<file path="src/rtl/approx_pkg.sv">
// Shared types, constants and the round-robin search used by the adder arbiter.
package approx_pkg;

  localparam int DATA_W = 16;

  typedef enum logic {
    IDLE = 1'b0,
    LOCK = 1'b1
  } state_e;

  // Returns the first index with valid set, scanning ptr+1, ptr+2, ... modulo n.
  // Returns -1 when no requester is valid. Supports up to 8 requesters.
  function automatic int rr_next(input logic [7:0] valid, input int ptr, input int n);
    int idx;
    rr_next = -1;
    // Scan from farthest to nearest so the nearest valid index is kept last.
    for (int k = 8; k >= 1; k--) begin
      if (k <= n) begin
        idx = ptr + k;
        if (idx >= n) idx = idx - n;
        if (valid[idx[2:0]]) rr_next = idx;
      end
    end
  endfunction

endpackage

</file>
<file path="src/rtl/approx_add16.sv">
// Combinational 16-bit adder with a selectable approximate low part.
// In approximate mode the low APPROX_BITS bits never propagate a carry upward;
// a low bit is forced to 1 once any generate (a&b) appears at or above it.
module approx_add16
  import approx_pkg::*;
#(
  parameter int APPROX_BITS = 12
) (
  input  logic [DATA_W-1:0] a,
  input  logic [DATA_W-1:0] b,
  input  logic              approx_en,
  output logic [DATA_W-1:0] sum
);

  localparam logic [DATA_W-1:0] HI_MASK = {DATA_W{1'b1}} << APPROX_BITS;

  logic [DATA_W-1:0] exact_sum;
  logic [DATA_W-1:0] approx_sum;
  logic              gen_seen;

  // Exact sum, plus approximate sum built from a carry-isolated upper part and
  // a generate-saturated lower part scanned from the top of the low field down.
  always_comb begin
    exact_sum  = a + b;
    approx_sum = ((a & HI_MASK) + (b & HI_MASK)) & HI_MASK;
    gen_seen   = 1'b0;
    for (int i = DATA_W - 1; i >= 0; i--) begin
      if (i < APPROX_BITS) begin
        gen_seen      = gen_seen | (a[i] & b[i]);
        approx_sum[i] = gen_seen | a[i] | b[i];
      end
    end
    sum = approx_en ? approx_sum : exact_sum;
  end

endmodule

</file>
<file path="src/rtl/approx_add_arbiter.sv">
// Round-robin arbiter with burst locking sharing one approximate adder among
// NREQ requesters. Each accepted beat yields one registered, tagged result.
module approx_add_arbiter
  import approx_pkg::*;
#(
  parameter int NREQ        = 4,
  parameter int IDW         = 2,
  parameter int APPROX_BITS = 12,
  parameter int MAX_BURST   = 16
) (
  input  logic                     clk,
  input  logic                     rst,
  input  logic                     approx_en,
  input  logic [NREQ-1:0]          req_valid,
  output logic [NREQ-1:0]          req_ready,
  input  logic [DATA_W*NREQ-1:0]   req_a,
  input  logic [DATA_W*NREQ-1:0]   req_b,
  input  logic [NREQ-1:0]          req_last,
  output logic                     res_valid,
  input  logic                     res_ready,
  output logic [DATA_W-1:0]        res_sum,
  output logic [IDW-1:0]           res_id,
  output logic                     res_last
);

  localparam int CNT_W = $clog2(MAX_BURST) + 1;

  state_e            state_q, state_d;
  logic [IDW-1:0]    rr_ptr_q, rr_ptr_d;
  logic [IDW-1:0]    owner_q, owner_d;
  logic [CNT_W-1:0]  beat_cnt_q, beat_cnt_d;

  logic              res_valid_q;
  logic [DATA_W-1:0] res_sum_q;
  logic [IDW-1:0]    res_id_q;
  logic              res_last_q;

  logic [7:0]        valid_ext;
  int                pick;
  logic [IDW-1:0]    gnt;
  logic              gnt_en;
  logic              slot_free;
  logic              xfer;
  logic              valid_sel;
  logic              last_sel;
  logic [DATA_W-1:0] op_a, op_b, sum;

  // Grant selection, ready generation and operand muxing for the current cycle.
  always_comb begin
    valid_ext             = '0;
    valid_ext[NREQ-1:0]   = req_valid;
    pick                  = rr_next(valid_ext, int'(rr_ptr_q), NREQ);
    gnt                   = '0;
    gnt_en                = 1'b0;
    if (state_q == LOCK) begin
      gnt    = owner_q;
      gnt_en = 1'b1;
    end else if (pick >= 0) begin
      gnt    = IDW'(pick);
      gnt_en = 1'b1;
    end
    slot_free = !res_valid_q || res_ready;
    req_ready = '0;
    valid_sel = 1'b0;
    last_sel  = 1'b0;
    op_a      = '0;
    op_b      = '0;
    for (int i = 0; i < NREQ; i++) begin
      if (IDW'(i) == gnt) begin
        op_a      = req_a[DATA_W*i +: DATA_W];
        op_b      = req_b[DATA_W*i +: DATA_W];
        valid_sel = req_valid[i];
        last_sel  = req_last[i];
        req_ready[i] = gnt_en && slot_free && !rst;
      end
    end
    xfer = gnt_en && slot_free && valid_sel && !rst;
  end

  approx_add16 #(
    .APPROX_BITS(APPROX_BITS)
  ) u_add (
    .a         (op_a),
    .b         (op_b),
    .approx_en (approx_en),
    .sum       (sum)
  );

  // Next-state logic: burst lock entry, normal release and forced release.
  always_comb begin
    state_d    = state_q;
    rr_ptr_d   = rr_ptr_q;
    owner_d    = owner_q;
    beat_cnt_d = beat_cnt_q;
    if (xfer) begin
      case (state_q)
        IDLE: begin
          if (last_sel) begin
            rr_ptr_d = gnt;
          end else begin
            state_d    = LOCK;
            owner_d    = gnt;
            beat_cnt_d = CNT_W'(1);
          end
        end
        LOCK: begin
          if (last_sel || beat_cnt_q == CNT_W'(MAX_BURST - 1)) begin
            state_d    = IDLE;
            rr_ptr_d   = owner_q;
            beat_cnt_d = '0;
          end else begin
            beat_cnt_d = beat_cnt_q + CNT_W'(1);
          end
        end
        default: state_d = IDLE;
      endcase
    end
  end

  // Arbiter state register.
  always_ff @(posedge clk or posedge rst) begin
    if (rst) begin
      state_q    <= IDLE;
      rr_ptr_q   <= IDW'(NREQ - 1);
      owner_q    <= '0;
      beat_cnt_q <= '0;
    end else begin
      state_q    <= state_d;
      rr_ptr_q   <= rr_ptr_d;
      owner_q    <= owner_d;
      beat_cnt_q <= beat_cnt_d;
    end
  end

  // Result register: loads on a transfer, drains when downstream accepts.
  always_ff @(posedge clk or posedge rst) begin
    if (rst) begin
      res_valid_q <= 1'b0;
      res_sum_q   <= '0;
      res_id_q    <= '0;
      res_last_q  <= 1'b0;
    end else if (xfer) begin
      res_valid_q <= 1'b1;
      res_sum_q   <= sum;
      res_id_q    <= gnt;
      res_last_q  <= last_sel;
    end else if (res_ready) begin
      res_valid_q <= 1'b0;
    end
  end

  assign res_valid = res_valid_q;
  assign res_sum   = res_sum_q;
  assign res_id    = res_id_q;
  assign res_last  = res_last_q;

endmodule

</file>
<file path="config.mk">
export PLATFORM = sky130hd
export DESIGN_NAME = approx_add_arbiter
export DESIGN_NICKNAME = d
export VERILOG_FILES = /design/src/rtl/approx_pkg.sv /design/src/rtl/approx_add16.sv /design/src/rtl/approx_add_arbiter.sv
export SDC_FILE = /design/constraint.sdc
export NUM_CORES = 1
export LEC_CHECK = 0
export ABC_AREA = 1
export CORE_AREA = 8 8 107 109
export DETAILED_ROUTE_END_ITERATION = 8
export DIE_AREA = 0 0 115 117
export PLACE_DENSITY = 0.8
export SETUP_SLACK_MARGIN = 0.2
export SYNTH_ARGS = -nofsm -noshare
export SYNTH_HDL_FRONTEND = slang
export SYNTH_SLANG_ARGS = --single-unit
export TNS_END_PERCENT = 5
</file>
<file path="constraint.sdc">
create_clock -name clk -period 4.6 [get_ports clk]
set_input_delay 0.46 -clock clk [delete_from_list [all_inputs] [get_ports clk]]
set_output_delay 0.46 -clock clk [all_outputs]
set_load 0.01 [all_outputs]
</file>
==> results of run 1 <==
cells in the mapped netlist (all sizes together):
cell | n | area (um2)
xnor2 | 4 | 35.0
clkinv | 1 | 3.75
o211ai | 4 | 30.0
a31oi | 1 | 6.26
dfrtp | 28 | 701
buf | 15 | 113
fa | 2 | 40.0
a21boi | 2 | 18.8
a21oi | 27 | 154
a22oi | 1 | 7.51
a211oi | 1 | 12.5
nand3b | 2 | 15.0
xor2 | 7 | 61.3
clkbuf | 6 | 22.5
a22o | 1 | 8.76
ha | 23 | 288
inv | 67 | 257
nand4 | 11 | 68.8
dfstp | 2 | 52.6
o21ai | 51 | 267
nand2 | 209 | 841
nor2 | 46 | 199
o221ai | 2 | 17.5
o21a | 3 | 22.5
or2 | 5 | 31.3
nand3 | 68 | 373
nor3 | 7 | 35.0
o21bai | 1 | 7.51
per-stage QoR:
| stage | worst slack, ps | hold slack (ps) | TNS [ps] |
|---|---|---|---|
| after global placement | 64.4 | 469 | 0 |
| after CTS | 188 | 488 | 0 |
| after detailed placement | -85.8 | 471 | -194 |
| final | 251 | 486 | 0 |
| after floorplan | 201 | 449 | 0 |
| after global routing | -43.8 | 523 | -71.5 |
final cells by class:
| type | count | area [um2] |
|---|---|---|
| Clock buffer | 6 | 82.6 |
| Multi-Input combinational cell | 480 | 2850 |
| Fill cell | 857 | 3610 |
| Sequential cell | 30 | 753 |
| Inverter | 68 | 269 |
| Tap cell | 136 | 170 |
| Clock inverter | 2 | 12.5 |
| Timing Repair Buffer | 220 | 2150 |
registers in the layout, summed over array words and instances, names as in the netlist:
signal,count
res_valid,1
owner_q,2
res_sum,16
beat_cnt_q,5
rr_ptr_q,2
res_last,1
res_id,2
state_q,1
worst paths after layout:
path	end	slack, ps	cells past startpoint
min	res_sum[0]	490	2
max	res_sum[14]	250	31
min reg2reg	res_sum[0]	490	2
max reg2reg	res_sum[14]	250	31
max in group asynchronous	res_sum[1]	3090	2
min in group asynchronous	res_id[0]	830	2
cell families (layout without fill, tap and decap cells):
group,count (synthesis),in the layout,share of synthesized area
adders and majority gates,25,25,0.0889
xor gates and xnor gates,11,11,0.0261
and+or+nand+nor,348,350,0.424
DFF,30,30,0.204
AOI/OAI and AO/OA,94,94,0.150
buffers and inverters,89,296,0.107
worst min-delay path, stage by stage (launching register included):
cell and delay (ps):
dfrtp_1 340, nand2_1 60, nand2_1 50
metal layers:
metal	part of all wire	vias up	GRT usage
li1	-	2359	-
met1	0.37	2264	0.218
met2	0.51	242	0.411
met3	0.079	56	0.0600
met4	0.047	0	0.118
met5	0	-	0
repair_timing:
item	CTS	global route
resized for setup	15	72
setup endpoints to repair	8	13
gates cloned	1	2
pin swaps	4	28
setup buffers	6	31
==> impl_results.md, run 1 <==
* Gpl congestion at 0.972
* Nets at 970
* Overall routing resource usage at 0.220
* Post-route cell area at 6290 um2
* Fin crit period at 4350 ps
* DP HPWL at 12,200 um
* Critical R2R Launch: rr_ptr_q[0]
* Syn_area_per_cell at 6.18 um2
* Synthesized flop and latch total at 30
* Worst-path fanout max at 8
* ANT cells at 0
* Ys Warns at 0
* Die Ht at 117 um
* Critical path required time at 4780 ps
* Drt total wl at 16,100 um
* Mapped Nets at 762
* Number of cells after detailed placement at 894
* Critical path capture point type: flop
* # hold bufs at CTS at 0
* Delay-heaviest family, CP: simple AND/OR/NAND/NOR gates
* Maximum clock insertion buffer count at 2
* Clk_skew at 3.62 ps
* Hold path start: res_sum[0]
* First DRT Iteration DRCs at 199
* Commonest non-fill, non-tap cell in the layout: nand2_1
* CTS Buf Count at 5
* Post-Syn Instances at 597
* Die W at 115 um
* 1st-pass router iterations at 6
* Sink Count at 30
* Crit Path Category: flop to flop
* P&R area growth vs syn at 70.7%
* Crit path from: rr_ptr_q[0]
* Finished Layout Cells at 942
* Core area at 9910 um2
* IO Port Bufs at 163
* Die ar. at 13,500 um2
* Initial antenna violation count at 0
* Final design utilization at 0.635
* Fin crit share at 0.945
* Max-cap violation count at 0
* Worst path max stage delay at 550 ps
* Commonest cells after routing, fill and taps aside: nand2_1, clkdlybuf4s50_1, nand3_1, inv_1, buf_4
* GRT Residual Overflow at 0
* CP arrival at 4520 ps
* Clock slew at reported path FFs at 70 ps
* Routed vias at 4,921
* Max Clk Rate at 0.230 GHz
* Hold Vio Cnt, Final at 0
* CP max-delay cell: dfstp_2
* CP Buf/Inv Count at 5
* Slew HR at 0.249
* Residual DRC count at 0
* Min-delay worst type: flop to flop
* DP Area at 5530 um2
* H-tree depth at 2
* Status: finished clean
* Max-slew violation count at 0
* TritonCTS clock tree: yes
* First-pass GRT wire length at 23,400 um
* Post-synthesis sequential area ratio at 0.204
* Worst-Skew Late Latency at 280 ps
* DR WL/cell at 17.1 um
* Worst slew pin tran at 1130 ps
* Vias in the first global route at 4,961
* Final setup violation count at 0
* Share of cells above drive strength 1 at 0.200
* Via-per-instance ratio at 5.22
* RSZ-0062 raised after global routing: yes
* Number of I/O pins at 164
* Most used cell, CP: nand2_1
* Netlist cell types at 45
* Clock root buffer: clkbuf_8
* Num rows at 37
* Largest net degree at the start of global routing at 34
* Final ANT Viol Nets at 0
* Post-Syn Area at 3690 um2
* CP startpoint kind: flop
* Initial core utilization at 0.372
Power of run 1 is not shown: default switching activity piles up to over one toggle a cycle in this logic, so the estimate is an artifact.
==> inputs of run 2 (changes only) <==
--- a/config.mk
+++ b/config.mk
@@ -6,10 +6,10 @@
 export NUM_CORES = 1
 export LEC_CHECK = 0
 export ABC_AREA = 1
-export CORE_AREA = 8 8 107 109
+export CORE_AREA = 8 8 106 108
 export DETAILED_ROUTE_END_ITERATION = 8
-export DIE_AREA = 0 0 115 117
-export PLACE_DENSITY = 0.8
+export DIE_AREA = 0 0 114 116
+export PLACE_DENSITY = 0.78
 export SETUP_SLACK_MARGIN = 0.2
 export SYNTH_ARGS = -nofsm -noshare
 export SYNTH_HDL_FRONTEND = slang
==> constraint.sdc (replaced) <==
create_clock -name clk -period 5.05 [get_ports clk]
set_input_delay 0.505 -clock clk [delete_from_list [all_inputs] [get_ports clk]]
set_output_delay 0.505 -clock clk [all_outputs]
set_load 0.01 [all_outputs]
==> impl_results.md, run 2 (same netlist as run 1, synthesis figures left out) <==
* Worst path max stage delay at 530 ps (-20 ps)
* Initial core utilization at 0.386 (+0.0139)
* Status: finished clean
* Nets at 933 (-3.8%)
* Worst-Skew Late Latency at 280 ps (about the same)
* CP startpoint kind: flop
* Min-delay worst type: flop to flop
* Clk_skew at 6.00 ps (+2.38 ps)
* CP max-delay cell: dfstp_2
* Die W at 114 um (-0.87%)
* Fin crit period at 4610 ps (+262 ps)
* Max Clk Rate at 0.217 GHz (-5.7%)
* Max-slew violation count at 0 (unchanged)
* Largest net degree at the start of global routing at 34 (unchanged)
* Worst setup slack after layout at 439 ps (+188 ps)
* Drt total wl at 15,000 um (-7.0%)
* H-tree depth at 2 (unchanged)
* Residual DRC count at 0 (unchanged)
* TritonCTS clock tree: yes
* First-pass GRT wire length at 23,500 um (+0.26%)
* Final ANT Viol Nets at 0 (unchanged)
* Routed vias at 4,653 (-5.4%)
* Most used cell, CP: nand2_1
* DR WL/cell at 16.6 um (-2.9%)
* Worst-path fanout max at 11 (+3)
* Hold Vio Cnt, Final at 0 (unchanged)
* Critical path capture point type: flop
* CP arrival at 4790 ps (+270 ps)
* Critical path required time at 5230 ps (+450 ps)
* Maximum clock insertion buffer count at 2 (unchanged)
* Hold slack final at 487 ps (+0.887 ps)
* Commonest non-fill, non-tap cell in the layout: nand2_1
* Die Ht at 116 um (-0.85%)
* Fin crit share at 0.913 (-0.0323)
* Crit Path Category: flop to flop
* Share of cells above drive strength 1 at 0.0949 (-0.105)
* Final design utilization at 0.595 (-0.0407)
* Slew HR at 0.216 (-0.0331)
* Number of I/O pins at 164 (unchanged)
* P&R area growth vs syn at 54.0%
* Sink Count at 30 (unchanged)
* RSZ-0062 raised after global routing: yes
* Placement Setup Slack at -29.9 ps (+56.0 ps)
* IO Port Bufs at 163 (unchanged)
* CTS Buf Count at 5 (unchanged)
* Setup TNS at 0 ps (unchanged)
* Commonest cells after routing, fill and taps aside: nand2_1, clkdlybuf4s50_1, nand3_1, inv_1, nor2_1
* Vias in the first global route at 4,929 (-0.65%)
* GRT Residual Overflow at 0 (unchanged)
* ANT cells at 0 (unchanged)
* Via-per-instance ratio at 5.16 (-1.3%)
* Num rows at 36 (-2.7%)
* Max reg flops at 16 (unchanged)
* Clock root buffer: clkbuf_8
* Gpl congestion at 0.934 (-3.9%)
* First DRT Iteration DRCs at 218 (+9.5%)
* Clock slew at reported path FFs at 70 ps (about the same)
* Overall routing resource usage at 0.224 (+0.00415)
* Worst slew pin tran at 1170 ps (+49.6 ps)
* 1st-pass router iterations at 5 (-1)
* Die ar. at 13,200 um2 (-1.7%)
* DP HPWL at 12,700 um (+3.8%)
* Final setup violation count at 0 (unchanged)
* Core area at 9550 um2 (-3.6%)
* Initial antenna violation count at 0 (unchanged)
* Fillers at 948 (+11%)
* Max-cap violation count at 0 (unchanged)
run 2: path summary, 6_finish.rpt:
path / from / to / slack, ps / cells past startpoint
worst max-delay path: rr_ptr_q[1] / res_sum[14] / 440 / 32
worst min-delay path: res_sum[5] / res_sum[5] / 490 / 2
worst max register to register: rr_ptr_q[1] / res_sum[14] / 440 / 32
worst min register to register: res_sum[5] / res_sum[5] / 490 / 2
max in group asynchronous: rst / res_sum[6] / 3430 / 2
min in group asynchronous: rst / owner_q[1] / 910 / 2
run 2: layout make-up:
type                       count  area [um2]  area share
clock inverter                 1        5.00    0.000881
sequential                    30         753       0.133
tap                          133         166      0.0293
timing repair buffer         185        1800       0.316
multi-input combinational    478        2610       0.459
clock buffer                   7        86.3      0.0152
inverter                      68         264      0.0465
run 2: timing repair:
| action | CTS | global route |
|---|---|---|
| pin swaps | 0 | 3 |
| hold buffers | 0 | 0 |
| resized for setup | 4 | 11 |
| buffers inserted | 1 | 8 |
| endpoints found under the setup margin | 5 | 8 |
run 2: metal layers:
layer / vias to the layer above / track usage / share of wire / routed length (um)
met5: - / 0 / 0 / 0
met4: 0 / 0.124 / 0.050 / 751
met3: 45 / 0.0641 / 0.067 / 999
met2: 181 / 0.419 / 0.51 / 7630
met1: 2147 / 0.219 / 0.37 / 5610
li1: 2280 / - / - / -
run 2: stage by stage:
stage | std cells | instance area, um2
2_1_floorplan | 597 | 3690
3_3_place_gp | 885 | 5450
3_5_place_dp | 885 | 5450
4_1_cts | 894 | 5570
5_1_grt | 902 | 5680
6_report | 902 | 5680
run 2: critical path, delay by kind of cell, from the launching register on:
| family | cells | cell delay (ps) |
|---|---|---|
| buf+inv | 4 | 310 |
| compound gates | 5 | 620 |
| fa+ha+maj | 3 | 900 |
| flops | 1 | 530 |
| simple gates | 20 | 2120 |
Power of run 2 is left out for the same reason.
==> inputs of run 3 (changes only) <==
--- a/config.mk
+++ b/config.mk
@@ -6,9 +6,10 @@
 export NUM_CORES = 1
 export LEC_CHECK = 0
 export ABC_AREA = 1
-export CORE_AREA = 8 8 106 108
+export ABC_CLOCK_PERIOD_IN_PS = 5050
+export CORE_AREA = 2 2 100 102
 export DETAILED_ROUTE_END_ITERATION = 8
-export DIE_AREA = 0 0 114 116
+export DIE_AREA = 0 0 102 104
 export PLACE_DENSITY = 0.78
 export SETUP_SLACK_MARGIN = 0.2
 export SYNTH_ARGS = -nofsm -noshare
==> impl_results.md, run 3 (same netlist as run 1, synthesis figures left out) <==
* Status: finished clean
* Met1 Use GR at 0.279 (+0.0598)
* Most used cell, CP: nand2_1
* Gpl congestion at 0.909 (-2.7%)
* Worst slew pin tran at 1120 ps (-53.5 ps)
* Core area at 9550 um2 (unchanged)
* First-pass GRT wire length at 21,500 um (-8.6%)
* Num rows at 36 (unchanged)
* # hold bufs at CTS at 0 (unchanged)
* Die W at 102 um (-11%)
* Clock slew at reported path FFs at 70 ps (about the same)
* Largest net degree at the start of global routing at 34 (unchanged)
* Final ANT Viol Nets at 0 (unchanged)
* Slew HR at 0.252 (+0.0357)
* Min-delay worst type: flop to flop
* Setup TNS at 0 ps (unchanged)
* H-tree depth at 2 (unchanged)
* Drt total wl at 14,000 um (-6.9%)
* Fillers at 932 (-1.7%)
* Hold Vio Cnt, Final at 0 (unchanged)
* Global routing's busiest layer: met2
* GR Layer Usage met2 at 0.485 (+0.0667)
* TritonCTS clock tree: yes
* Worst-path fanout max at 16 (+5)
* GRT Residual Overflow at 0 (unchanged)
* Fin crit period at 4510 ps (-99.8 ps)
* First DRT Iteration DRCs at 197 (-9.6%)
* Clk_skew at 8.62 ps (+2.62 ps)
* Residual DRC count at 0 (unchanged)
* Max Clk Rate at 0.222 GHz (+2.2%)
* CP startpoint kind: flop
* Worst path max stage delay at 530 ps (about the same)
* Clock root buffer: clkbuf_8
* DR WL/cell at 15.5 um (-6.9%)
* GR Layer Usage met3 at 0.0484 (-0.0157)
* IO Port Bufs at 163 (unchanged)
* Sink Count at 30 (unchanged)
* Die ar. at 10,600 um2 (-20%)
* Die Ht at 104 um (-10%)
* CP arrival at 4690 ps (-100 ps)
* 1st-pass router iterations at 5 (unchanged)
* Max-cap violation count at 0 (unchanged)
* Overall routing resource usage at 0.257 (+0.0331)
* Initial antenna violation count at 0 (unchanged)
* Commonest cells after routing, fill and taps aside: nand2_1, clkdlybuf4s50_1, nand3_1, inv_1, nor2_1
* Worst-Skew Late Latency at 290 ps (about the same)
* Max reg flops at 16 (unchanged)
* Number of I/O pins at 164 (unchanged)
* Via-per-instance ratio at 5.14 (-0.32%)
* Commonest non-fill, non-tap cell in the layout: nand2_1
* Vias in the first global route at 4,566 (-7.4%)
* Max-slew violation count at 0 (unchanged)
* Crit Path Category: flop to flop
* RSZ-0062 raised after global routing: yes
* Final setup violation count at 0 (unchanged)
* CTS Buf Count at 5 (unchanged)
* Share of cells above drive strength 1 at 0.101 (+0.00650)
* Fin crit share at 0.893 (-0.0198)
* P&R area growth vs syn at 54.9%
* DP HPWL at 11,400 um (-10%)
* Maximum clock insertion buffer count at 2 (unchanged)
* Critical path required time at 5230 ps (about the same)
* Routed vias at 4,638 (-0.32%)
* ANT cells at 0 (unchanged)
* Critical path capture point type: flop
* Initial core utilization at 0.386 (unchanged)
* CP max-delay cell: dfstp_2
* Nets at 933 (unchanged)
-- run 3: cell types whose count changed in the layout (fill, tap and decap cells not counted), sizes merged --
cell and change:
clkinvlp -1, inv +1
-- run 3: layout make-up --
type | instances | area (um2) | share of cell area
clock inverter | 1 | 5.00 | 0.000876
sequential | 30 | 753 | 0.132
inverter | 68 | 260 | 0.0456
timing repair buffer | 185 | 1800 | 0.315
multi-input combinational | 478 | 2640 | 0.463
clock buffer | 7 | 86.3 | 0.0151
tap | 133 | 166 | 0.0291
-- run 3: final timing paths --
kind / slack (ps) / endpoint / depth (start not counted) / start
max: 540 / res_sum[0] / 31 / rr_ptr_q[1]
min: 490 / res_sum[0] / 2 / res_sum[0]
max reg2reg: 540 / res_sum[0] / 31 / rr_ptr_q[1]
min reg2reg: 490 / res_sum[0] / 2 / res_sum[0]
max in group asynchronous: 3510 / beat_cnt_q[4] / 2 / rst
min in group asynchronous: 870 / res_id[1] / 2 / rst
-- run 3: routing by layer --
layer	up-vias	wire length, um	part of all wire
met4	0	556	0.040
li1	2279	-	-
met2	189	7340	0.53
met3	44	848	0.061
met1	2126	5210	0.37
met5	-	0	0
-- run 3: per-stage QoR --
| stage | hold WS, ps | setup slack [ps] | instances | utilization | instance area (um2) |
|---|---|---|---|---|---|
| floorplan | 449 | 621 | 597 | - | 3690 |
| global placement | 461 | 273 | 886 | 0.571 | 5460 |
| detailed placement | 465 | 160 | 886 | 0.571 | 5460 |
| CTS | 487 | 264 | 894 | 0.581 | 5550 |
| global route | 511 | 167 | 902 | 0.598 | 5710 |
| finish | 487 | 539 | 902 | 0.598 | 5710 |
-- run 3: timing repair --
action                     4_1_cts  5_1_grt
setup buffers                    0        8
resized for setup                1       22
setup endpoints to repair        1       10
gates cloned                     0        0
pin swaps                        0        4
-- run 3: worst max-delay path, delay by kind of cell (launching register included) --
| kind | cells | cell delay [ps] |
|---|---|---|
| AO/OA/AOI/OAI | 1 | 140 |
| adder cells (fa/ha/maj) | 2 | 550 |
| buffers and inverters | 6 | 600 |
| flip-flops | 1 | 530 |
| AND/OR/NAND/NOR | 22 | 2580 |
Power of run 3 is left out for the same reason.
